$ cat config.mk
export PLATFORM = sky130hd
export DESIGN_NAME = if_fetch_unit_flat
export DESIGN_NICKNAME = d
export VERILOG_FILES = /design/src/rtl/if_fetch_unit_if.sv /design/src/rtl/if_fetch_unit.sv /design/src/flat_wrapper.sv
export SDC_FILE = /design/constraint.sdc
export NUM_CORES = 1
export LEC_CHECK = 0
export BUFFER_PORTS_ARGS = -buffer_cell sky130_fd_sc_hd__buf_4
export CAP_MARGIN = 40
export CELL_PAD_IN_SITES_DETAIL_PLACEMENT = 0
export CELL_PAD_IN_SITES_GLOBAL_PLACEMENT = 1
export CORE_MARGIN = 4
export CORE_UTILIZATION = 32
export CTS_CLUSTER_DIAMETER = 200
export CTS_CLUSTER_SIZE = 10
export DETAILED_ROUTE_END_ITERATION = 8
export PLACE_DENSITY = 0.78
export SYNTH_ARGS = -nofsm -noshare
export SYNTH_HDL_FRONTEND = slang
export SYNTH_SLANG_ARGS = --single-unit
$ cat constraint.sdc
create_clock -name clk -period 2.1 [get_ports clk]
set_input_delay 0.315 -clock clk [delete_from_list [all_inputs] [get_ports clk]]
set_output_delay 0.315 -clock clk [all_outputs]
set_load 0.02 [all_outputs]
$ cat src/rtl/if_fetch_unit_if.sv
// Instruction-memory request/acknowledge bus between the fetch unit (master)
// and instruction memory (slave).
interface if_fetch_unit_if;
    logic        imem_req;
    logic [31:0] imem_addr;
    logic        imem_ack;
    logic [31:0] imem_rdata;

    modport master (
        output imem_req,
        output imem_addr,
        input  imem_ack,
        input  imem_rdata
    );

    modport slave (
        input  imem_req,
        input  imem_addr,
        output imem_ack,
        output imem_rdata
    );
endinterface

$ cat src/rtl/if_fetch_unit.sv
// IF stage: PC register, imem req/ack handshake, IF/ID presentation, redirects and freezes.
// Define IF_FETCH_BUF_EN to park a word fetched during a freeze in buf_instr instead of re-fetching it.
module if_fetch_unit #(
    parameter logic [31:0] RESET_PC = 32'h00000000
) (
    input  logic                   clk,
    input  logic                   reset,
    input  logic                   freeze,
    input  logic                   redirect,
    input  logic [31:0]            redirect_pc,
    if_fetch_unit_if.master        imem,
    output logic [31:0]            if_pcplus4,
    output logic [31:0]            if_instr,
    output logic                   if_valid,
    output logic                   fetch_stall
);

`ifdef IF_FETCH_BUF_EN
    typedef enum logic {REQ, BUF} state_t;
    state_t      state, state_next;
    logic [31:0] buf_instr, buf_instr_next;
`endif

    logic [31:0] pc, pc_next;
    logic [31:0] pc_plus4;
    logic        redir_pend, redir_pend_next;
    logic [31:0] redir_tgt, redir_tgt_next;
    logic        req_raw, valid_raw, stall_raw;
    logic [31:0] instr_raw;

    assign pc_plus4 = pc + 32'd4;

    always_ff @(posedge clk or posedge reset) begin
        if (reset) begin
            pc         <= RESET_PC;
            redir_pend <= 1'b0;
            redir_tgt  <= 32'h00000000;
`ifdef IF_FETCH_BUF_EN
            state      <= REQ;
            buf_instr  <= 32'h00000000;
`endif
        end else begin
            pc         <= pc_next;
            redir_pend <= redir_pend_next;
            redir_tgt  <= redir_tgt_next;
`ifdef IF_FETCH_BUF_EN
            state      <= state_next;
            buf_instr  <= buf_instr_next;
`endif
        end
    end

    // The address must not move while a request is unacknowledged, so a redirect
    // arriving mid-wait is parked in redir_tgt and the late word is dropped on ack.
    always_comb begin
        pc_next         = pc;
        redir_pend_next = redir_pend;
        redir_tgt_next  = redir_tgt;
        req_raw         = 1'b0;
        valid_raw       = 1'b0;
        stall_raw       = 1'b0;
        instr_raw       = 32'h00000000;
`ifdef IF_FETCH_BUF_EN
        state_next      = state;
        buf_instr_next  = buf_instr;
        if (state == BUF) begin
            valid_raw = 1'b1;
            instr_raw = buf_instr;
            if (redirect) begin
                pc_next    = redirect_pc;
                state_next = REQ;
            end else if (!freeze) begin
                pc_next    = pc_plus4;
                state_next = REQ;
            end
        end else begin
`endif
            req_raw = 1'b1;
            if (!imem.imem_ack) begin
                stall_raw = 1'b1;
                if (redirect) begin
                    redir_pend_next = 1'b1;
                    redir_tgt_next  = redirect_pc;
                end
            end else if (redir_pend) begin
                redir_pend_next = 1'b0;
                pc_next         = redirect ? redirect_pc : redir_tgt;
            end else begin
                valid_raw = 1'b1;
                instr_raw = imem.imem_rdata;
                if (redirect) begin
                    pc_next = redirect_pc;
                end else if (!freeze) begin
                    pc_next = pc_plus4;
                end
`ifdef IF_FETCH_BUF_EN
                else begin
                    buf_instr_next = imem.imem_rdata;
                    state_next     = BUF;
                end
`endif
            end
`ifdef IF_FETCH_BUF_EN
        end
`endif
    end

    // Reset gates the handshake immediately so memory abandons any open request.
    assign imem.imem_req  = req_raw & ~reset;
    assign imem.imem_addr = pc;
    assign if_pcplus4     = pc_plus4;
    assign if_instr       = reset ? 32'h00000000 : instr_raw;
    assign if_valid       = valid_raw & ~reset;
    assign fetch_stall    = stall_raw & ~reset;

endmodule

$ cat src/flat_wrapper.sv
// flat-port wrapper written by rule: the top's interface ports become plain ports
module if_fetch_unit_flat 
#(
    parameter logic [31:0] RESET_PC = 32'h00000000
)
  (clk, reset, freeze, redirect, redirect_pc, if_pcplus4, if_instr, if_valid, fetch_stall, imem_imem_req, imem_imem_addr, imem_imem_ack, imem_imem_rdata);
  if_fetch_unit_if imem_i ();
  input  logic clk;
  input  logic reset;
  input  logic freeze;
  input  logic redirect;
  input  logic [31:0] redirect_pc;
  output logic [31:0] if_pcplus4;
  output logic [31:0] if_instr;
  output logic if_valid;
  output logic fetch_stall;
  output wire logic [$bits(imem_i.imem_req)-1:0] imem_imem_req;
  output wire logic [$bits(imem_i.imem_addr)-1:0] imem_imem_addr;
  input wire logic [$bits(imem_i.imem_ack)-1:0] imem_imem_ack;
  input wire logic [$bits(imem_i.imem_rdata)-1:0] imem_imem_rdata;
  assign imem_imem_req = imem_i.imem_req;
  assign imem_imem_addr = imem_i.imem_addr;
  assign imem_i.imem_ack = imem_imem_ack;
  assign imem_i.imem_rdata = imem_imem_rdata;
  if_fetch_unit #(.RESET_PC(RESET_PC)) u_core (.clk(clk), .reset(reset), .freeze(freeze), .redirect(redirect), .redirect_pc(redirect_pc), .imem(imem_i), .if_pcplus4(if_pcplus4), .if_instr(if_instr), .if_valid(if_valid), .fetch_stall(fetch_stall));
endmodule
==> metrics.md <==
| Metric | Value |
|---|---|
| First-pass GRT wire length | 26430 µm |
| Cell Area, Placed | 6382 µm² |
| Initial Util | 0.3289 |
| Antenna Cells | 0 |
| CP Launch Type | flip-flop |
| Synth warn | 0 |
| WP depth | 6 |
| Root buf cell | clkbuf_16 |
| CTS tree | built |
| Slew Limit Fails | 0 |
| Netlist cell types | 50 |
| CTS Sinks | 65 |
| RD Place Congestion | approximately 0.9 |
| Nets | a little over 800 |
| Layout cell share with drive strength beyond 1 | 0.5187 |
| Reg2reg end | u_core.imem.imem_addr[15]$_DFFE_PP0P_ |
| Critical Path End Type | output port |
| Most frequent CP cell | buf_6 |
| Placeable Area | 13300 µm² |
| Pin count of the biggest net entering global routing | 52 |
| Final clock skew | approximately 0.0092 ns |
| CTS clock-pin slew for the worst setup and hold paths | 0.06 ns |
| Worst reg-to-reg setup slack | 0.03 ns |
| #FFs+latches synth | 65 |
| Detailed-route via count | 4904 |
| Largest cells by area after synthesis | dfrtp_1, mux2_2, nand2_1, and2_1, o21ai_0 |
| Post-Place Cells | 875 |
| Reg2Reg Depth | 7 |
| Post-synth EDFFs | 0 |
| Cell Pwr Density | 776.8 nW/µm² |
| Area growth, synth to finish | 64.98% |
| Synthesized Nets | just under 600 |
| Final Setup Violations | 18 |
| CP delay by family, top | simple AND/OR/NAND/NOR gates |
| Initial antenna violation count | 0 |
| Post-detailed-routing wire length | 17180 µm |
| Die area | 15600 µm² |
| Worst EP required | around 1.8 ns |
| Die W | about 120 µm |
| GR met2 Demand/Resource | 0.3499 |
| Worst-Skew Late Latency | between 0.3 and 0.4 ns |
| Post-synth top area share | 0.3720 |
| Final Cycle Share | 1.136 |
| Setup WS post-layout | -0.2861 ns |
| Total CTS buffers | 9 |
| Clock buffer depth | 2 |
| Critical path class | reg2out |
| Main synth FF type | dfrtp_1 |
| Run status | complete, but fails checks |
| Vias per std cell | around 5.3 |
| Met1 Resource Use GR | 0.2665 |
| Cell area after layout | 7214 µm² |
| Worst Path Arrival | 2.07 ns |
| Max stage delay cell, worst path | or4_4 |
| Slew at the pin closest to its max-slew limit | 0.6943 ns |
| Max cap viols | 0 |
| Worst reg2reg startpoint | u_core.imem.imem_addr[2]$_DFFE_PP0P_ |
| Mapped cell area | 4373 µm² |
| Critical Path Sink | if_pcplus4[27] |
| DRC | 0 |
| VDD IR max | 341.9 µV |
| HP Class | in2async |
| Failing checks | negative setup slack |
| Critical-path cell list | buf_6 -> nand2_4 -> or4_4 -> nor4_4 -> xor2_2 -> buf_6 |
| Cell Rows | 42 |
| Top Usage Layer GRT | met2 |
| GR met3 Demand/Resource | 0.05532 |
| Area leader, netlist | dfrtp_1 |
| Port buffer count | roughly 170 |
| HPWL after DPL | 12610 µm |
| Achievable Freq | 0.4191 GHz |
| First-pass iteration count of the detailed router | 5 |
| Grt total ovfl | 0 |
| Detail Route Antenna Nets | 0 |
| Worst Path Buf+Inv | 2 |
| Mean routed wirelength per cell | approximately 19 µm |
| Synth Instances | slightly above 500 |
| Tmin final | 2.386 ns |
| Chip height | 124.9 µm |
| Max incr delay on CP | between 0.5 and 0.6 ns |
| Syn Area/Cell | 8.591 µm² |
| Worst slew margin | 0.5372 |
| Io pins | between 150 and 200 |
| RSZ-0062 raised after global routing | true |
| Leak | 0.003278 µW |
| Number of non-filler instances in the completed layout | 924 |
| Number of global-route vias before repair | 4942 |
| Fill cells | approximately 1200 |
| Ys async rst share | 1.000 |
| H-tree levels | 3 |
| Post-synthesis sequential area ratio | 0.3720 |
| All-layer global routing usage | 0.2113 |
| Worst Path Max Fanout | 7 |
| Hold Vio Cnt, Final | 0 |
| Initial DRC Count | around 310 |
| Cts hold-fix bufs | 0 |
| Critical path startpoint | u_core.imem.imem_addr[2]$_DFFE_PP0P_ |
-- worst reg2reg max path, stage by stage, from the launching register on --
cell and delay [ns]:
dfrtp_2 0.39, buf_6 0.13, nand2_4 0.05, or4_4 0.58, buf_6 0.18, buf_6 0.11
or4_4 0.41, o211ai_1 0.11
-- synthesized netlist by cell type, types with 8 or more instances --
cell      count
a21oi_1      17
and2_1       33
clkbuf_1     33
dfrtp_1      65
inv_1        13
mux2_2       33
mux2i_1      12
nand2_1      64
nand3_1      17
nand4_1      20
nor2_1       27
nor3_1       10
nor4_1       12
o211ai_1      8
o21ai_0      37
or3_1         8
xnor2_1      17
xor2_1        9
-- placed cells by master, fill, tap and decap left out, types with 6 or more instances in the layout --
cell type | Yosys | layout
mux2_2 | 33 | 33
xor2_1 | 9 | 6
mux2i_1 | 12 | 12
nand3_1 | 17 | 13
a21oi_1 | 17 | 16
inv_1 | 13 | 12
nand2_1 | 64 | 59
and2_1 | 33 | 32
dfrtp_2 | 0 | 13
xnor2_1 | 17 | 6
o21ai_0 | 37 | 36
nor2_1 | 27 | 22
buf_6 | 1 | 16
o2bb2ai_1 | 6 | 6
buf_4 | 2 | 248
or3_1 | 8 | 6
o211ai_1 | 8 | 8
dfrtp_1 | 65 | 52
clkbuf_16 | 0 | 9
nand4_1 | 20 | 20
xnor2_2 | 0 | 10
-- through the flow --
step / utilization / total power [µW] / TNS (ns) / hold WS (ns) / setup slack [ns]
floorplan: - / 2875 / -0.3814 / 0.4318 / -0.1370
global placement: 0.4800 / 3843 / 0 / 0.4323 / 0.02684
detailed placement: 0.4800 / 3870 / 0 / 0.4348 / 0.02580
CTS: 0.5251 / 5487 / -3.410 / 0.07854 / -0.2981
global route: 0.5426 / 5870 / -4.794 / 0.08129 / -0.3653
finish: 0.5426 / 5604 / -3.206 / 0.06514 / -0.2861
-- area by class of cell --
class                           instances  area, µm²  share of cell area
Sequential cell                        65       1643              0.2277
Tap cell                              176      220.2             0.03052
Multi-Input combinational cell        387       2920              0.4048
Inverter                               14      56.30            0.007804
Timing Repair Buffer                  266       2082              0.2886
Clock inverter                          3      42.54            0.005897
Clock buffer                           13      250.2             0.03469
-- what timing repair did --
item | in CTS | in global routing
endpoints found under the setup margin | 24 | 27
buffers inserted | 18 | 17
gates cloned | 0 | 0
pin swaps | 12 | 18
gates resized for setup | 35 | 30
-- how the worst min path moves through the flow --
stage / from / cells after the start / slack, ns / to
finish: reset / 3 / 0.07 / u_core.redir_tgt[8]$_DFFE_PP0N_
floorplan: redirect_pc[5] / 2 / 0.43 / u_core.redir_tgt[5]$_DFFE_PP0N_
CTS: reset / 3 / 0.08 / u_core.redir_tgt[13]$_DFFE_PP0N_
detailed placement: reset / 3 / 0.43 / u_core.redir_tgt[0]$_DFFE_PP0N_
global placement: reset / 3 / 0.43 / u_core.redir_tgt[13]$_DFFE_PP0N_
global route: reset / 3 / 0.08 / u_core.redir_tgt[0]$_DFFE_PP0N_
-- logic make-up (layout without fill, tap and decap cells) --
group,after synthesis,in the layout,synth area share
XOR/XNOR,26,26,0.05207
flip-flops,65,65,0.3720
AND/OR/NAND/NOR,218,218,0.2638
AO/OA/AOI/OAI,97,97,0.1436
multiplexers,45,45,0.1124
adder cells (fa/ha/maj),1,1,0.002861
buffers and inverters,57,296,0.05322
-- metal layers --
layer | vias to the layer above | part of all wire
met2 | 219 | 0.48
li1 | 2290 | -
met4 | 0 | 0.027
met1 | 2358 | 0.41
met5 | - | 0
met3 | 37 | 0.079
-- where the power goes --
group	switching (µW)	leakage [µW]	internal, µW
clock	562	0.000140	950
combinational	1300	0.00239	1130
sequential	186	0.000752	1480
total	2050	0.00328	3560
-- registers in the layout (all words and copies together), names as in the netlist --
signal	count
u_core.redir_tgt	32
u_core.redir_pend	1
u_core.imem.imem_addr	32
No activity file was read; power rests on OpenSTA's default activity.
